--- config.mk ---
export PLATFORM = sky130hd
export DESIGN_NAME = sub96_pipe
export DESIGN_NICKNAME = d
export VERILOG_FILES = /design/src/rtl/sub96_pipe.sv
export SDC_FILE = /design/constraint.sdc
export NUM_CORES = 1
export LEC_CHECK = 0
export BUFFER_PORTS_ARGS = -buffer_cell sky130_fd_sc_hd__buf_2
export CAP_MARGIN = 20
export CORE_MARGIN = 4
export CORE_UTILIZATION = 48
export CTS_BUF_LIST = sky130_fd_sc_hd__clkbuf_2 sky130_fd_sc_hd__clkbuf_4 sky130_fd_sc_hd__clkbuf_8
export DETAILED_ROUTE_END_ITERATION = 6
export GPL_TIMING_DRIVEN = 0
export PLACE_DENSITY = 0.69
export SYNTH_ARGS = -nofsm -noshare
export SYNTH_HDL_FRONTEND = slang
export SYNTH_SLANG_ARGS = --single-unit
--- constraint.sdc ---
create_clock -name clk -period 3.2 [get_ports clk]
set_clock_uncertainty 0.05 [all_clocks]
set_input_delay 0.16 -clock clk [delete_from_list [all_inputs] [get_ports clk]]
set_output_delay 0.16 -clock clk [all_outputs]
set_load 0.01 [all_outputs]
--- src/rtl/sub96_pipe.sv ---
// Pipelined 96-bit subtractor: a_in - b_in - borrow_in as NUM_SEG registered borrow-ripple segments.
// Define SUB96_MODCORR_EN to add a final stage that adds MODULUS to borrowing results.
module sub96_pipe #(
    parameter int unsigned SEG_WIDTH = 24,
    parameter int unsigned NUM_SEG   = 4,
    parameter logic [SEG_WIDTH*NUM_SEG-1:0] MODULUS = '0
) (
    input  logic                         clk,
    input  logic                         rst_n,
    input  logic                         in_valid,
    output logic                         in_ready,
    input  logic [SEG_WIDTH*NUM_SEG-1:0] a_in,
    input  logic [SEG_WIDTH*NUM_SEG-1:0] b_in,
    input  logic                         borrow_in,
    output logic                         out_valid,
    input  logic                         out_ready,
    output logic [SEG_WIDTH*NUM_SEG-1:0] diff,
    output logic                         borrow_out
);

    localparam int unsigned W = SEG_WIDTH * NUM_SEG;

    // Returns {borrow, difference} for one segment.
    function automatic logic [SEG_WIDTH:0] seg_sub(
        input logic [SEG_WIDTH-1:0] a,
        input logic [SEG_WIDTH-1:0] b,
        input logic                 bin
    );
        return {1'b0, a} - {1'b0, b} - {{SEG_WIDTH{1'b0}}, bin};
    endfunction

    logic adv;

    // acc holds finished difference segments below the stage and pending minuend segments above it.
    logic [W-1:0]         acc_q  [NUM_SEG];
    logic [W-1:0]         acc_d  [NUM_SEG];
    logic [W-1:0]         sub_q  [NUM_SEG-1];
    logic [W-1:0]         sub_d  [NUM_SEG-1];
    logic [NUM_SEG-1:0]   bo_q, bo_d;
    logic [NUM_SEG-1:0]   vld_q, vld_d;

    logic [W-1:0]         src_acc [NUM_SEG];
    logic [W-1:0]         src_sub [NUM_SEG];
    logic [NUM_SEG-1:0]   src_bo, src_vld;
    logic [SEG_WIDTH:0]   seg_res [NUM_SEG];

    always_comb begin
        src_acc[0] = a_in;
        src_sub[0] = b_in;
        src_bo[0]  = borrow_in;
        src_vld[0] = in_valid;
        for (int k = 1; k < NUM_SEG; k++) begin
            src_acc[k] = acc_q[k-1];
            src_sub[k] = sub_q[k-1];
            src_bo[k]  = bo_q[k-1];
            src_vld[k] = vld_q[k-1];
        end
    end

    // Stage k boundary: subtract segment k and splice it into the accumulated word.
    always_comb begin
        for (int k = 0; k < NUM_SEG; k++) begin
            seg_res[k] = seg_sub(src_acc[k][k*SEG_WIDTH +: SEG_WIDTH],
                                 src_sub[k][k*SEG_WIDTH +: SEG_WIDTH],
                                 src_bo[k]);
            acc_d[k] = src_acc[k];
            acc_d[k][k*SEG_WIDTH +: SEG_WIDTH] = seg_res[k][SEG_WIDTH-1:0];
            bo_d[k]  = seg_res[k][SEG_WIDTH];
            vld_d[k] = src_vld[k];
        end
        for (int k = 0; k < NUM_SEG - 1; k++) begin
            sub_d[k] = src_sub[k];
        end
    end

    always_ff @(posedge clk) begin
        if (!rst_n) begin
            vld_q <= '0;
            bo_q  <= '0;
            for (int k = 0; k < NUM_SEG; k++) begin
                acc_q[k] <= '0;
            end
            for (int k = 0; k < NUM_SEG - 1; k++) begin
                sub_q[k] <= '0;
            end
        end else if (adv) begin
            vld_q <= vld_d;
            bo_q  <= bo_d;
            acc_q <= acc_d;
            sub_q <= sub_d;
        end
    end

`ifdef SUB96_MODCORR_EN
    logic         mc_vld_q, mc_vld_d;
    logic         mc_bo_q, mc_bo_d;
    logic [W-1:0] mc_diff_q, mc_diff_d;

    // Correction stage boundary: fold a borrowing result back into the field.
    always_comb begin
        mc_vld_d  = vld_q[NUM_SEG-1];
        mc_bo_d   = bo_q[NUM_SEG-1];
        mc_diff_d = acc_q[NUM_SEG-1] + (bo_q[NUM_SEG-1] ? MODULUS : '0);
    end

    always_ff @(posedge clk) begin
        if (!rst_n) begin
            mc_vld_q  <= 1'b0;
            mc_bo_q   <= 1'b0;
            mc_diff_q <= '0;
        end else if (adv) begin
            mc_vld_q  <= mc_vld_d;
            mc_bo_q   <= mc_bo_d;
            mc_diff_q <= mc_diff_d;
        end
    end

    assign out_valid  = mc_vld_q;
    assign diff       = mc_diff_q;
    assign borrow_out = mc_bo_q;
`else
    // MODULUS has no role in the plain two's-complement build.
    logic unused_modulus;
    assign unused_modulus = ^MODULUS;

    assign out_valid  = vld_q[NUM_SEG-1];
    assign diff       = acc_q[NUM_SEG-1];
    assign borrow_out = bo_q[NUM_SEG-1];
`endif

    assign adv      = !out_valid || out_ready;
    assign in_ready = adv;

endmodule

* Word level (Yosys, flattened, before mapping)
Index checks and enable logic that the tools add are counted.
Word-level totals: bits in registers 680, input bits 197, output and inout bits 99, word-level logic and storage cells 19
Operators by class: $add $sub $neg 8, reduce and logical (&&, ||, !) cells 2
Operators by type and width (number):
- $sub 24x24->25 | 4
- $sub 25x1->25 | 4
- $logic_not 1->1 | 1
- $logic_or 1x1->1 | 1

* Logic depth before layout (Yosys ltp)
Gate-level depths: netlist of run 1.
depth in word-level cells 2, mapped depth 13, gate-level depth less buffers 12

* Worst setup path after synthesis of run 1
Ideal clock, no wire load.
path type flip-flop to flip-flop, start register bo_q[1], end register acc_q (netlist bit acc_d[66]), library setup time 0.125 ns, data arrival time 2.796 ns, data required time 3.025 ns, slack 0.230 ns, stages on the path, launching flop included 12, period minus slack after synthesis 2.970 ns, cell sequence dfxtp_1 inv_1 fa_1 fa_1 nand2b_1 a2111oi_2 nor2_1 a31oi_1 o21ai_1 a311oi_1 xor2_1 o21ai_1
On the way: word-level cells in the longest chain between the ends 1
Ends and longest elaborated chain:
- start: declaration | line 39 | logic [NUM_SEG-1:0] bo_q, bo_d;
- start signal: assignment | line 88 | bo_q <= bo_d;
- $sub 25x1->25 | line 29 | return {1'b0, a} - {1'b0, b} - {{SEG_WIDTH{1'b0}}, bin};
- end signal: indexed assignment | line 81 | acc_q[k] <= '0;
- end signal: assignment | line 89 | acc_q <= acc_d;
- end: declaration | line 35 | logic [W-1:0] acc_q [NUM_SEG];
No other way between the ends. A chain may end at the register's enable or synchronous reset.

* Worst setup path after layout of run 1
Ends and elaborated chain as after synthesis.

==> results of run 1 <==
cells by family after synthesis:
logic type,synth area share [%]
buffers and inverters,9.931
multiplexers,0.1562
AND/OR/NAND/NOR,18.51
adder cells (fa/ha/maj),9.609
AO/OA/AOI/OAI,17.46
flip-flops,41.87
XOR/XNOR,2.461
power by group through the flow:
stage / Combinational, W / Sequential, W / Clock (W)
6_report: 0.00359 / 0.00766 / 0.00626
5_1_grt: 0.00400 / 0.00772 / 0.00666
2_1_floorplan: 0.00241 / 0.00765 / 0
3_3_place_gp: 0.00330 / 0.00779 / 0
4_1_cts: 0.00351 / 0.00765 / 0.00636
3_5_place_dp: 0.00332 / 0.00780 / 0
critical path: stages, from the launching register on:
cell,delay (ps)
dfxtp_1,330
inv_1,80
fa_1,430
fa_1,400
nand2b_2,240
a2111oi_4,360
nor2_2,90
a31oi_2,250
o21ai_2,150
a311oi_2,310
xor2_1,230
o21ai_1,80
cells in the mapped netlist (all sizes together) (13+ instances only):
library cell and instances:
a211oi 19, a21o 31, a21oi 540, a31oi 17, buf 97, clkbuf 187
dfxtp 536, ha 184, inv 298, nand2 1012, nand2b 17, nand3 26
nor2 75, nor3 13, o21a 18, o21ai 86, xnor2 40, xor2 32
worst paths after layout:
kind / from / slack [ps] / end
min: a_in[23] / 100 / bo_q[0]$_SDFFE_PN0P_
min reg2reg: acc_d[287]$_SDFFE_PN0P_ / 390 / acc_d[191]$_SDFFE_PN0P_
max reg2reg: bo_q[1]$_SDFFE_PN0P_ / 90 / acc_d[66]$_SDFFE_PN0P_
max: bo_q[1]$_SDFFE_PN0P_ / 90 / acc_d[66]$_SDFFE_PN0P_
state kept, by name, summed over array words and instances, names as in the netlist:
register,cells
acc_q,72
acc_d,216
bo_q,4
diff,96
vld_q,4
src_sub,144
cell type report:
cell class	count	share of cell area (%)
Multi-Input combinational cell	2255	39.54
Sequential cell	536	34.09
Timing Repair Buffer	451	9.676
Clock buffer	136	5.351
Buffer	284	4.556
Inverter	298	3.554
Tap cell	688	2.735
Clock inverter	16	0.4850
Antenna cell	2	0.01590
per-stage QoR:
| stage | TNS, ps | utilization [%] | area, um^2 | setup slack (ps) |
|---|---|---|---|---|
| final | 0 | 59.78 | 31480 | 88.78 |
| after global routing | -35.08 | 59.77 | 31470 | -34.50 |
| after CTS | 0 | 59.60 | 31380 | 51.04 |
| after detailed placement | -751.9 | 53.16 | 27990 | -136.1 |
| after global placement | -12920 | 53.10 | 27960 | -390.9 |
| after floorplan | 0 | - | 25630 | 229.6 |
metal layers:
| metal | up-vias | track usage, % | routed length (um) | share of wire [%] |
|---|---|---|---|---|
| met5 | - | 0 | 0 | 0 |
| met4 | 0 | 11.58 | 3178 | 4.2 |
| met3 | 150 | 4.119 | 4474 | 5.9 |
| met2 | 695 | 43.44 | 35540 | 47 |
| met1 | 10850 | 33.34 | 33140 | 43 |
| li1 | 12010 | - | - | - |
repair_timing:
| action | CTS | global route |
|---|---|---|
| setup endpoints to repair | 14 | 16 |
| buffers inserted | 1 | 2 |
| pin swaps | 1 | 7 |
| hold buffers | 152 | 0 |
| hold endpoints to repair | 150 | 0 |
| gates resized for setup | 7 | 13 |
==> flow_summary.ini, run 1 <==
[synthesis]
synth_top_area_share_pct = 41.87
ys_seq_area_share_pct = 41.87
ys_types = 67
synth-main-ff-cell = dfxtp_1
netlist_area_mm2 = 0.02563
yosysTopAreaCell = dfxtp_1
synth.area.top_cells = dfxtp_1 42%, nand2_1 15%, a21oi_1 11%
netlist_instances = 3373
synth.avg_cell_area_um2 = 7.597
yosys_warnings = 0
synth-seq-cells = 536
async_flop_share_pct = 0
syn_nets = 3762
synth-edff-count = 0

[cts]
root_buffer = clkbuf_8
cts_made_buffers = 87
cts_num_sinks = 536
clock_latency_ps = 690
cts_buffer_depth = 3
h-tree-depth = 3
cts_tree = done
clk_pin_slew_ps = 60

[layout]
fillers = 4860
final_common_cell = nand2_1
layout_common_cells = 1,012 x nand2_1, 539 x a21oi_1, 536 x dfxtp_1
seqCellArea_mm2 = 0.01073
final_nets = 4302
syn2layout_area_growth_pct = 22.83
stdcell_count = 4666
multi_input_area_mm2 = 0.01244
drive_above_1_share_pct = 14.56

[route]
antenna_left = 0
vias = 23700
vias_per_cell = 5.080
avgRoutedWirePerCell_um = 16.36
routed_wl_mm = 76.33
drtIter0Drc = 1252
dr.pass1.iters = 7
drc = 0

[sta]
hold_slack_ps = 102.8
min_period_over_period_pct = 97.23
worst_pin_slew_ps = 1188
hold_viol_final = 0
drv_slew = 0
setup_violations = 0
fin_crit_ps = 3111
worst_slew_margin_rel_pct = 20.78
fmax_mhz = 321.4

[floorplan]
initial_core_util_pct = 48.67
dieWidth_um = 239.1
fp-row-count = 84
core_area_mm2 = 0.05266
die_h_um = 239.1
die_area_mm2 = 0.05715
ioPinCount = 296

[pwr]
p_per_area_mw_per_mm2 = 556.5
power_frac_clock_pct = 35.7
p_seq_share_pct = 43.7
combPwrFrac_pct = 20.5
p_int_w = 0.01242
power.static_leakage_nw = 14.26
irDropWorstVdd_uv = 421.7
finalPower_w = 0.01752
p_sw_share_pct = 29.09
power.switching_w = 0.005096

[global_route]
grt_max_degree = 13
grt_pass1_wl_mm = 119.1
grt_pass1_vias = 22890
track_usage_pct = 26.02
antenna_found_initial = 2
grt_overflow = 0

[placement]
gp_congestion = 0.8978
dp_hpwl_mm = 55.57
port_buffers = 294
dp.cells = 4357

[worst_setup_path]
setup.worst_path.end_class = flip-flop
ff2ff_path_depth = 11
worstSetupPathType = flip-flop to flip-flop
worstPathArrival_ps = 3620
cp.required_ps = 3700
crit_fanout = 3
crit_path_start_kind = flip-flop

[flow_run]
cap_viol_max_count = 0

[hold_path]
min_path_type = input port to flip-flop
hold_depth = 5

[status]
status = completed
Power figures use the tool's default switching activity.
==> inputs of run 2 (changes only) <==
--- a/config.mk
+++ b/config.mk
@@ -5,6 +5,7 @@
 export SDC_FILE = /design/constraint.sdc
 export NUM_CORES = 1
 export LEC_CHECK = 0
+export ABC_AREA = 1
 export BUFFER_PORTS_ARGS = -buffer_cell sky130_fd_sc_hd__buf_2
 export CAP_MARGIN = 20
 export CORE_MARGIN = 4
==> flow_summary.ini, run 2 <==
[route]
drtIter0Drc = 1780
antenna_left = 0
avgRoutedWirePerCell_um = 15.18
vias_per_cell = 4.772
drc = 2
vias = 26690
dr.pass1.iters = 7
routed_wl_mm = 84.88

[global_route]
grt_overflow = 0
use_met2_pct = 43.96
grt.busiest_layer = met2
grt_max_degree = 13
grt_pass1_wl_mm = 131.4
track_usage_pct = 26.02
antenna_found_initial = 4
grt_use_met1_pct = 34.55
grt_pass1_vias = 24860
grtUsageMet3_pct = 3.404

[layout]
syn2layout_area_growth_pct = 20.50
layout_common_cells = 844 x nor2_1, 736 x inv_1, 672 x nand2_1
largest_reg_flops = 216
stdcell_count = 5593
final_common_cell = nor2_1
final_nets = 5152
fillers = 5717
drive_above_1_share_pct = 13.43

[floorplan]
ioPinCount = 296
core_area_mm2 = 0.05814
die_h_um = 251.3
die_area_mm2 = 0.06316
dieWidth_um = 251.3
fp-row-count = 88
initial_core_util_pct = 48.88

[synthesis]
ys_seq_area_share_pct = 37.76
yosysMostFrequentCell = nor2_1
syn_nets = 4618
synth-seq-cells = 536
netlist_area_mm2 = 0.02842
async_flop_share_pct = 0
yosysTopAreaCell = dfxtp_1
synth-edff-count = 0
synth_mux_area_share_pct = 0
synth_top_area_share_pct = 37.76
synth-main-ff-cell = dfxtp_1
synth_common_cells = 844 x nor2_1, 736 x inv_1, 672 x nand2_1
synth_top_family_by_area = simple AND/OR/NAND/NOR gates
synth_xor_area_share_pct = 1.079
synth.area.top_cells = dfxtp_1 38%, nor2_1 11%, inv_1 9.7%
synth.avg_cell_area_um2 = 6.720
yosys_warnings = 0
ys_types = 36
synth_compound_area_share_pct = 13.15
synth_fa_ha_area_share_pct = 8.665
netlist_instances = 4229
synthSimpleGateAreaFrac_pct = 24.27

[hold_path]
min_path_type = input port to flip-flop

[sta]
setup_violations = 0
worst_pin_slew_ps = 1028
hold_viol_final = 0
min_period_over_period_pct = 81.03
fmax_mhz = 385.7
rsz0062_at_grt = false
fin_crit_ps = 2593
drv_slew = 0
finalSetupTns_ps = 0
worst_slew_margin_rel_pct = 31.47

[cts]
clock_latency_ps = 670
cts_tree = done
cts_made_buffers = 88
clk_pin_slew_ps = 60
cts_buffer_depth = 3
post_cts_resized = 0
cts_num_sinks = 536
root_buffer = clkbuf_8
h-tree-depth = 3

[placement]
gp_congestion = 0.9378
dp_hpwl_mm = 65.90
port_buffers = 294
dp.cells = 5289

[worst_setup_path]
crit_path_start_kind = flip-flop
cp.required_ps = 3710
setup.worst_path.end_class = flip-flop
worstPathArrival_ps = 3110
crit_fanout = 4
worstSetupPathType = flip-flop to flip-flop

[status]
status = finished with violations
violations = design-rule violations

[pwr]
power.static_leakage_nw = 19.30
irDropWorstVdd_uv = 325.5
p_per_area_mw_per_mm2 = 556.1

[flow_run]
cap_viol_max_count = 0
==> run 2: cell types whose count changed after synthesis, sizes merged, moves of 33 or more <==
| cell | delta |
|---|---|
| o21ai | +454 |
| nand2 | -333 |
| nand3 | +101 |
| nor2 | +786 |
| inv | +439 |
| a21oi | -399 |
| buf | +71 |
| xnor2 | -33 |
| clkbuf | -81 |
==> run 2: cell type report <==
class | count | area, um^2 | area share [%]
clock inverter | 13 | 168.9 | 0.4933
tap | 765 | 957.2 | 2.795
buffer | 274 | 1513 | 4.418
antenna | 3 | 7.507 | 0.02192
timing repair buffer | 444 | 2990 | 8.733
multi-input combinational | 2681 | 13400 | 39.15
sequential | 536 | 10730 | 31.34
inverter | 738 | 2770 | 8.090
clock buffer | 139 | 1700 | 4.966
==> run 2: worst paths after layout <==
check,startpoint,to,slack [ps],cells after the start
worst max register to register,bo_q[0]$_SDFFE_PN0P_,acc_d[132]$_SDFFE_PN0P_,610,14
worst min register to register,acc_d[192]$_SDFFE_PN0P_,acc_d[96]$_SDFFE_PN0P_,410,2
worst max-delay path,bo_q[0]$_SDFFE_PN0P_,acc_d[132]$_SDFFE_PN0P_,610,14
worst min-delay path,a_in[2],acc_d[194]$_SDFFE_PN0P_,80,5
==> run 2: through the flow <==
step	instance area [um^2]	power [W]	worst slack [ps]	hold WS [ps]	utilization (%)
after floorplan	28420	0.01110	1081	274.1	-
after global placement	30850	0.01256	687.1	360.2	53.06
after detailed placement	30870	0.01263	641.3	364.5	53.11
after CTS	34230	0.01908	618.4	19.19	58.89
after global routing	34240	0.02014	458.1	92.86	58.90
final	34240	0.01904	607.0	84.44	58.90
==> run 2: layer usage <==
metal	up-vias	part of all wire (%)
li1	14020	-
met5	-	0
met2	720	46
met4	0	3.2
met1	11810	46
met3	148	5.3
==> run 2: cell families after synthesis <==
family                   count (synthesis)
buffers and inverters                 1012
AND/OR/NAND/NOR                       1730
adder cells (fa/ha/maj)                192
flip-flops                             536
AO/OA/AOI/OAI                          724
XOR/XNOR                                35
==> run 2: repair_timing <==
item,CTS,global route
buffers inserted,0,0
endpoints found under the hold margin,148,0
hold buffers,149,0
==> run 2: report_power, final <==
| part | switching [W] | internal, W | leakage [nW] |
|---|---|---|---|
| Sequential | 0.000387 | 0.00737 | 4.42 |
| Combinational | 0.00305 | 0.00190 | 13.9 |
| Clock | 0.00272 | 0.00361 | 0.974 |
| Total | 0.00616 | 0.0129 | 19.3 |
==> run 2: critical path: stages, from the launching register on <==
cell and delay [ps]:
dfxtp_1 340, inv_1 90, fa_1 440, fa_1 440, inv_1 80, nand2_1 90, nand2_1 70, nand2_1 120
nand2_1 100, nand2_2 90, a21oi_1 200, or2_1 130, nand3_1 100, nand2_1 120, inv_1 40
